<file path="config.mk">
export PLATFORM = sky130hd
export DESIGN_NAME = wb_port_arbiter
export DESIGN_NICKNAME = d
export VERILOG_FILES = /design/src/rtl/wb_port_arbiter_pkg.sv /design/src/rtl/wb_port_arbiter_rr_picker.sv /design/src/rtl/wb_port_arbiter.sv
export SDC_FILE = /design/constraint.sdc
export NUM_CORES = 1
export LEC_CHECK = 0
export BUFFER_PORTS_ARGS = -buffer_cell sky130_fd_sc_hd__buf_2
export CAP_MARGIN = 5
export CORE_AREA = 8 8 91 93
export CTS_BUF_LIST = sky130_fd_sc_hd__clkbuf_8
export DETAILED_ROUTE_END_ITERATION = 12
export DIE_AREA = 0 0 99 101
export PLACE_DENSITY = 0.77
export SYNTH_ARGS = -nofsm -noshare
export SYNTH_HDL_FRONTEND = slang
export SYNTH_SLANG_ARGS = --single-unit
</file>
<file path="constraint.sdc">
create_clock -name CLK -period 4.7 [get_ports CLK]
set_input_delay 1.41 -clock CLK [delete_from_list [all_inputs] [get_ports CLK]]
set_output_delay 1.41 -clock CLK [all_outputs]
set_load 0.01 [all_outputs]
</file>
<file path="src/rtl/wb_port_arbiter_pkg.sv">
// Shared defaults for the writeback port arbiter.
// Build option: define WB_ARB_FIXED_PRIO_EN for lowest-index-wins arbitration.
package wb_port_arbiter_pkg;

  localparam int unsigned DEF_ADDR_W = 5;
  localparam int unsigned DEF_DATA_W = 32;

  // Architectural zero register; writes to it are suppressed.
  localparam logic [4:0] REG_ZERO = 5'd0;

endpackage

</file>
<file path="src/rtl/wb_port_arbiter_rr_picker.sv">
// Rotating priority picker: first valid bit at or after start, wrapping modulo N.
module wb_port_arbiter_rr_picker #(
  parameter int unsigned N  = 3,
  parameter int unsigned IW = 3
) (
  input  logic [N-1:0]  valid,
  input  logic [IW-1:0] start,
  output logic [N-1:0]  grant,
  output logic [IW-1:0] idx,
  output logic          any
);

  // Walk positions start, start+1, ... and take the first valid one.
  always_comb begin
    int p;
    grant = '0;
    idx   = '0;
    any   = 1'b0;
    p     = 0;
    for (int k = 0; k < int'(N); k++) begin
      p = int'(start) + k;
      if (p >= int'(N)) p = p - int'(N);
      for (int i = 0; i < int'(N); i++) begin
        if (!any && valid[i] && (i == p)) begin
          grant[i] = 1'b1;
          idx      = IW'(i);
          any      = 1'b1;
        end
      end
    end
  end

endmodule

</file>
<file path="src/rtl/wb_port_arbiter.sv">
// Register-file write port arbiter for NUM_REQ writeback requesters.
// Default: round-robin. With WB_ARB_FIXED_PRIO_EN defined: fixed priority,
// lowest index wins and no rotation pointer is kept.
module wb_port_arbiter
  import wb_port_arbiter_pkg::*;
#(
  parameter int unsigned NUM_REQ = 3,
  parameter int unsigned DATA_W  = DEF_DATA_W,
  parameter int unsigned ADDR_W  = DEF_ADDR_W,
  parameter int unsigned IDX_W   = 3
) (
  input  logic                      CLK,
  input  logic                      RESET,
  input  logic [NUM_REQ-1:0]        req_valid,
  input  logic [NUM_REQ*ADDR_W-1:0] req_reg,
  input  logic [NUM_REQ*DATA_W-1:0] req_data,
  output logic [NUM_REQ-1:0]        req_ready,
  input  logic                      wb_hold,
  output logic                      Write1,
  output logic [ADDR_W-1:0]         WriteReg1,
  output logic [DATA_W-1:0]         WriteData1,
  output logic [IDX_W-1:0]          grant_id
);

  logic [IDX_W-1:0]   start;
  logic [NUM_REQ-1:0] pick_grant;
  logic [IDX_W-1:0]   pick_idx;
  logic               pick_any;
  logic               accept;
  logic [ADDR_W-1:0]  sel_reg;
  logic [DATA_W-1:0]  sel_data;

`ifdef WB_ARB_FIXED_PRIO_EN
  assign start = '0;
`else
  logic [IDX_W-1:0] rr_ptr;
  assign start = rr_ptr;

  // Advance the pointer past the winner; hold it when nothing is granted.
  always_ff @(posedge CLK or negedge RESET) begin
    if (!RESET) begin
      rr_ptr <= '0;
    end else if (accept) begin
      rr_ptr <= (pick_idx == IDX_W'(NUM_REQ - 1)) ? '0 : pick_idx + IDX_W'(1);
    end
  end
`endif

  wb_port_arbiter_rr_picker #(
    .N  (NUM_REQ),
    .IW (IDX_W)
  ) u_picker (
    .valid (req_valid),
    .start (start),
    .grant (pick_grant),
    .idx   (pick_idx),
    .any   (pick_any)
  );

  // RESET gates ready so nothing is accepted while the port is being cleared.
  assign accept    = pick_any & ~wb_hold & RESET;
  assign req_ready = accept ? pick_grant : '0;

  // One-hot mux of the winning requester's index and data.
  always_comb begin
    sel_reg  = '0;
    sel_data = '0;
    for (int i = 0; i < int'(NUM_REQ); i++) begin
      if (pick_grant[i]) begin
        sel_reg  = req_reg[i*ADDR_W +: ADDR_W];
        sel_data = req_data[i*DATA_W +: DATA_W];
      end
    end
  end

  // Write port register; index/data/id hold their value when idle or held.
  always_ff @(posedge CLK or negedge RESET) begin
    if (!RESET) begin
      Write1     <= 1'b0;
      WriteReg1  <= '0;
      WriteData1 <= '0;
      grant_id   <= '0;
    end else begin
      Write1 <= accept && (sel_reg != ADDR_W'(REG_ZERO));
      if (accept) begin
        WriteReg1  <= sel_reg;
        WriteData1 <= sel_data;
        grant_id   <= pick_idx;
      end
    end
  end

endmodule

</file>
==> flow_summary.toml <==
[grt]
grt_overflow = 0
grt_max_degree = 57
grt_usage = 0.177
grt_pass1_wl_um = 14400
first_global_vias = 2922
antenna_found_initial = 0

[yosys]
async_reset_ff_frac = 1.00
seq_area_frac_synth = 0.402
yosys.area.top_type = "dfrtp_1"
synth_area_sq_um = 2680
ys.flop_type = "dfrtp_1"
synthesis.nets = 414
synth_warnings = 0
netlist_instances = 286
synth_commonest_cells = "nand2_1, dfrtp_1, o21ai_1"
synth_top_cell_area_share = 0.402
avgSynthCellArea_sq_um = 9.37
synth.distinct_cells = 47
synth-seq-cells = 43
synth_most_common_cell = "nand2_1"
netlist_top_cells_area = "dfrtp_1, a222oi_1, o21ai_1"
synth_edf_count = 0

[timing]
hold_ws_ns = 0.481
min_period_ns = 4.60
fmax_ghz = 0.217
skew_ns = 0.00602
rsz0062_at_grt = "yes"
setup_viol = 0
drv_slew = 0
slew_headroom = 0.637
fin_crit_sh = 0.979
worst_slack_ns = 0.0986
finalHoldViolations = 0
setup_tns_ns = 0
worst_slew_pin_slew_ns = 0.544

[clock_tree]
clk_pin_slew_ns = 0.08
cts.sinks = 43
holdBufCountCts = 0
ctsRootBufferMaster = "clkbuf_8"
clk_latency_ns = 0.29
cts_buffer_depth = 2
cts_tree = "done"
htree_levels = 2
cts_made_buffers = 5

[placed_design]
gp_congestion = 0.936
pre_cts_ws_ns = 0.157
dp_hpwl_um = 6980
place_area_sq_um = 3550
portBuffers = 159

[setup_path]
path_cells = "buf_4, inv_4, ha_1, o21ba_2, ha_1, nor2b_1, a31o_2, o22a_1, a31o_4, o41ai_4, nor2b_2, buf_2"
critical_path_peak_fanout = 5
cp.required_ns = 3.29
r2r-start = "rr_ptr[0]"
worst_r2r_endpoint = "Write1"
critPathKind = "reg2out"
path_common_cell = "ha_1"
ff2ff_path_depth = 14
end_kind = "output pin"
reg2reg_slack_ns = 0.97
startpoint_type = "register"
worstPathArrival_ns = 3.19
cp_slowest_cell = "dfrtp_2"
max_stage_delay_ns = 0.44
crit_start = "rr_ptr[0]"

[floorplanning]
coreArea_sq_um = 6940
dieArea_sq_um = 10000
io_pins = 161
initial_core_util = 0.386
die_h_um = 101
die_w_um = 99
rows = 31

[finish]
final_nets = 570
drive_gt1_frac = 0.454
diodes = 0
final_design_area_no_fill_sq_um = 3730
final.fill_count = 651
areaGrowthSynthToFinish_pct = 39.1

[min_path]
worstHoldStart = "grant_id[1]"
hold_path_end = "grant_id[1]"
min_path_cells = 1
hold_class = "reg2reg"

[drt]
ant_nets = 0
wl_um = 9030
drt_iter0_drc = 259
avgViaCountPerCell = 5.51
num_vias = 2891
route.detailed.drc = 0
routedWlPerCell_um = 17.2
first_pass_iters = 7

[run_status]
status = "finished clean"

[power_and_ir_drop]
total_power_mw = 2.59
ir_worst_vdd_uv = 358
power_density_nw_per_um2 = 695
p_leak_nw = 1.89

[run]
cap_violations = 0
==> worst max path at each step <==
stage,cells past startpoint,endpoint,slack [ns]
4_1_cts,12,req_ready[1],0.02
3_3_place_gp,8,req_ready[2],0.19
2_1_floorplan,13,req_ready[1],0.06
6_report,12,req_ready[1],0.1
3_5_place_dp,8,req_ready[2],0.16
5_1_grt,12,req_ready[2],-0.01
==> layout make-up <==
cell class / instances / area, sq um / share of cell area
Multi-Input combinational cell: 206 / 1500 / 0.403
Tap cell: 82 / 103 / 0.0275
Clock inverter: 3 / 16.3 / 0.00437
Sequential cell: 43 / 1080 / 0.290
Timing Repair Buffer: 174 / 908 / 0.244
Clock buffer: 5 / 68.8 / 0.0185
Inverter: 12 / 47.5 / 0.0128
==> sequential cells by signal (all words and copies together), names as in the netlist <==
signal and cells:
WriteReg1 5, grant_id 2, Write1 1, rr_ptr 3, WriteData1 32
==> where the power goes <==
| group | total, mW | leakage, nW | internal [mW] | switching [mW] |
|---|---|---|---|---|
| combinational | 1.79 | 1.29 | 0.741 | 1.04 |
| sequential | 0.577 | 0.557 | 0.508 | 0.0690 |
| clock | 0.225 | 0.0453 | 0.102 | 0.124 |
| total | 2.59 | 1.89 | 1.35 | 1.24 |
==> cell usage in the layout (no fill, tap or decap), types with 3 or more instances in the layout <==
cell,synthesis,final
buf_2,17,159
nand2_1,44,44
dfrtp_1,43,40
a222oi_1,37,37
o21ai_1,38,37
buf_4,1,15
inv_1,11,12
ha_1,11,10
o21ai_0,5,5
clkbuf_8,0,5
a21oi_1,4,4
nor2_1,4,4
nor3_1,4,4
a31oi_1,4,4
or3_1,4,4
nor2b_1,6,3
nor3b_1,3,3
a211oi_1,3,3
a211o_1,3,3
nand2b_1,3,3
nor2b_2,0,3
dfrtp_2,0,3
==> routing by layer <==
metal / global-route usage / vias to the layer above / wire [um]
met1: 0.216 / 1333 / 3770
met2: 0.297 / 132 / 4460
met5: 0 / - / 0
li1: - / 1422 / -
met4: 0.0484 / 0 / 72
met3: 0.0504 / 4 / 729
==> cells by family (layout without fill, tap and decap cells) <==
logic type	after synthesis	in the layout	share of synthesized area
other cells	1	1	0.00140
simple gates	78	78	0.142
xor+xnor	1	1	0.00327
fa+ha+maj	11	11	0.0514
buf+inv	37	194	0.0640
mux	2	2	0.00747
flops	43	43	0.402
compound gates	113	113	0.329
==> what timing repair did <==
| item | CTS | global route |
|---|---|---|
| setup buffers | 5 | 1 |
| cloned | 0 | 0 |
| hold endpoints to repair | 0 | 0 |
| resized for setup | 5 | 7 |
| pin swaps | 1 | 2 |
| endpoints found under the setup margin | 3 | 3 |
==> worst max-delay path: cells and delay by family, from the launching register on <==
family | cells | cell delay, ns
buffers and inverters | 3 | 0.36
and+or+nand+nor | 2 | 0.35
adders and majority gates | 2 | 0.52
DFF | 1 | 0.44
AOI/OAI and AO/OA | 5 | 1.24
==> metrics by stage <==
step	instances	utilization
global placement	511	0.511
CTS	524	0.532
floorplan	286	-
finish	525	0.537
detailed placement	511	0.511
global route	525	0.537
(Power assumes the default switching activity.)
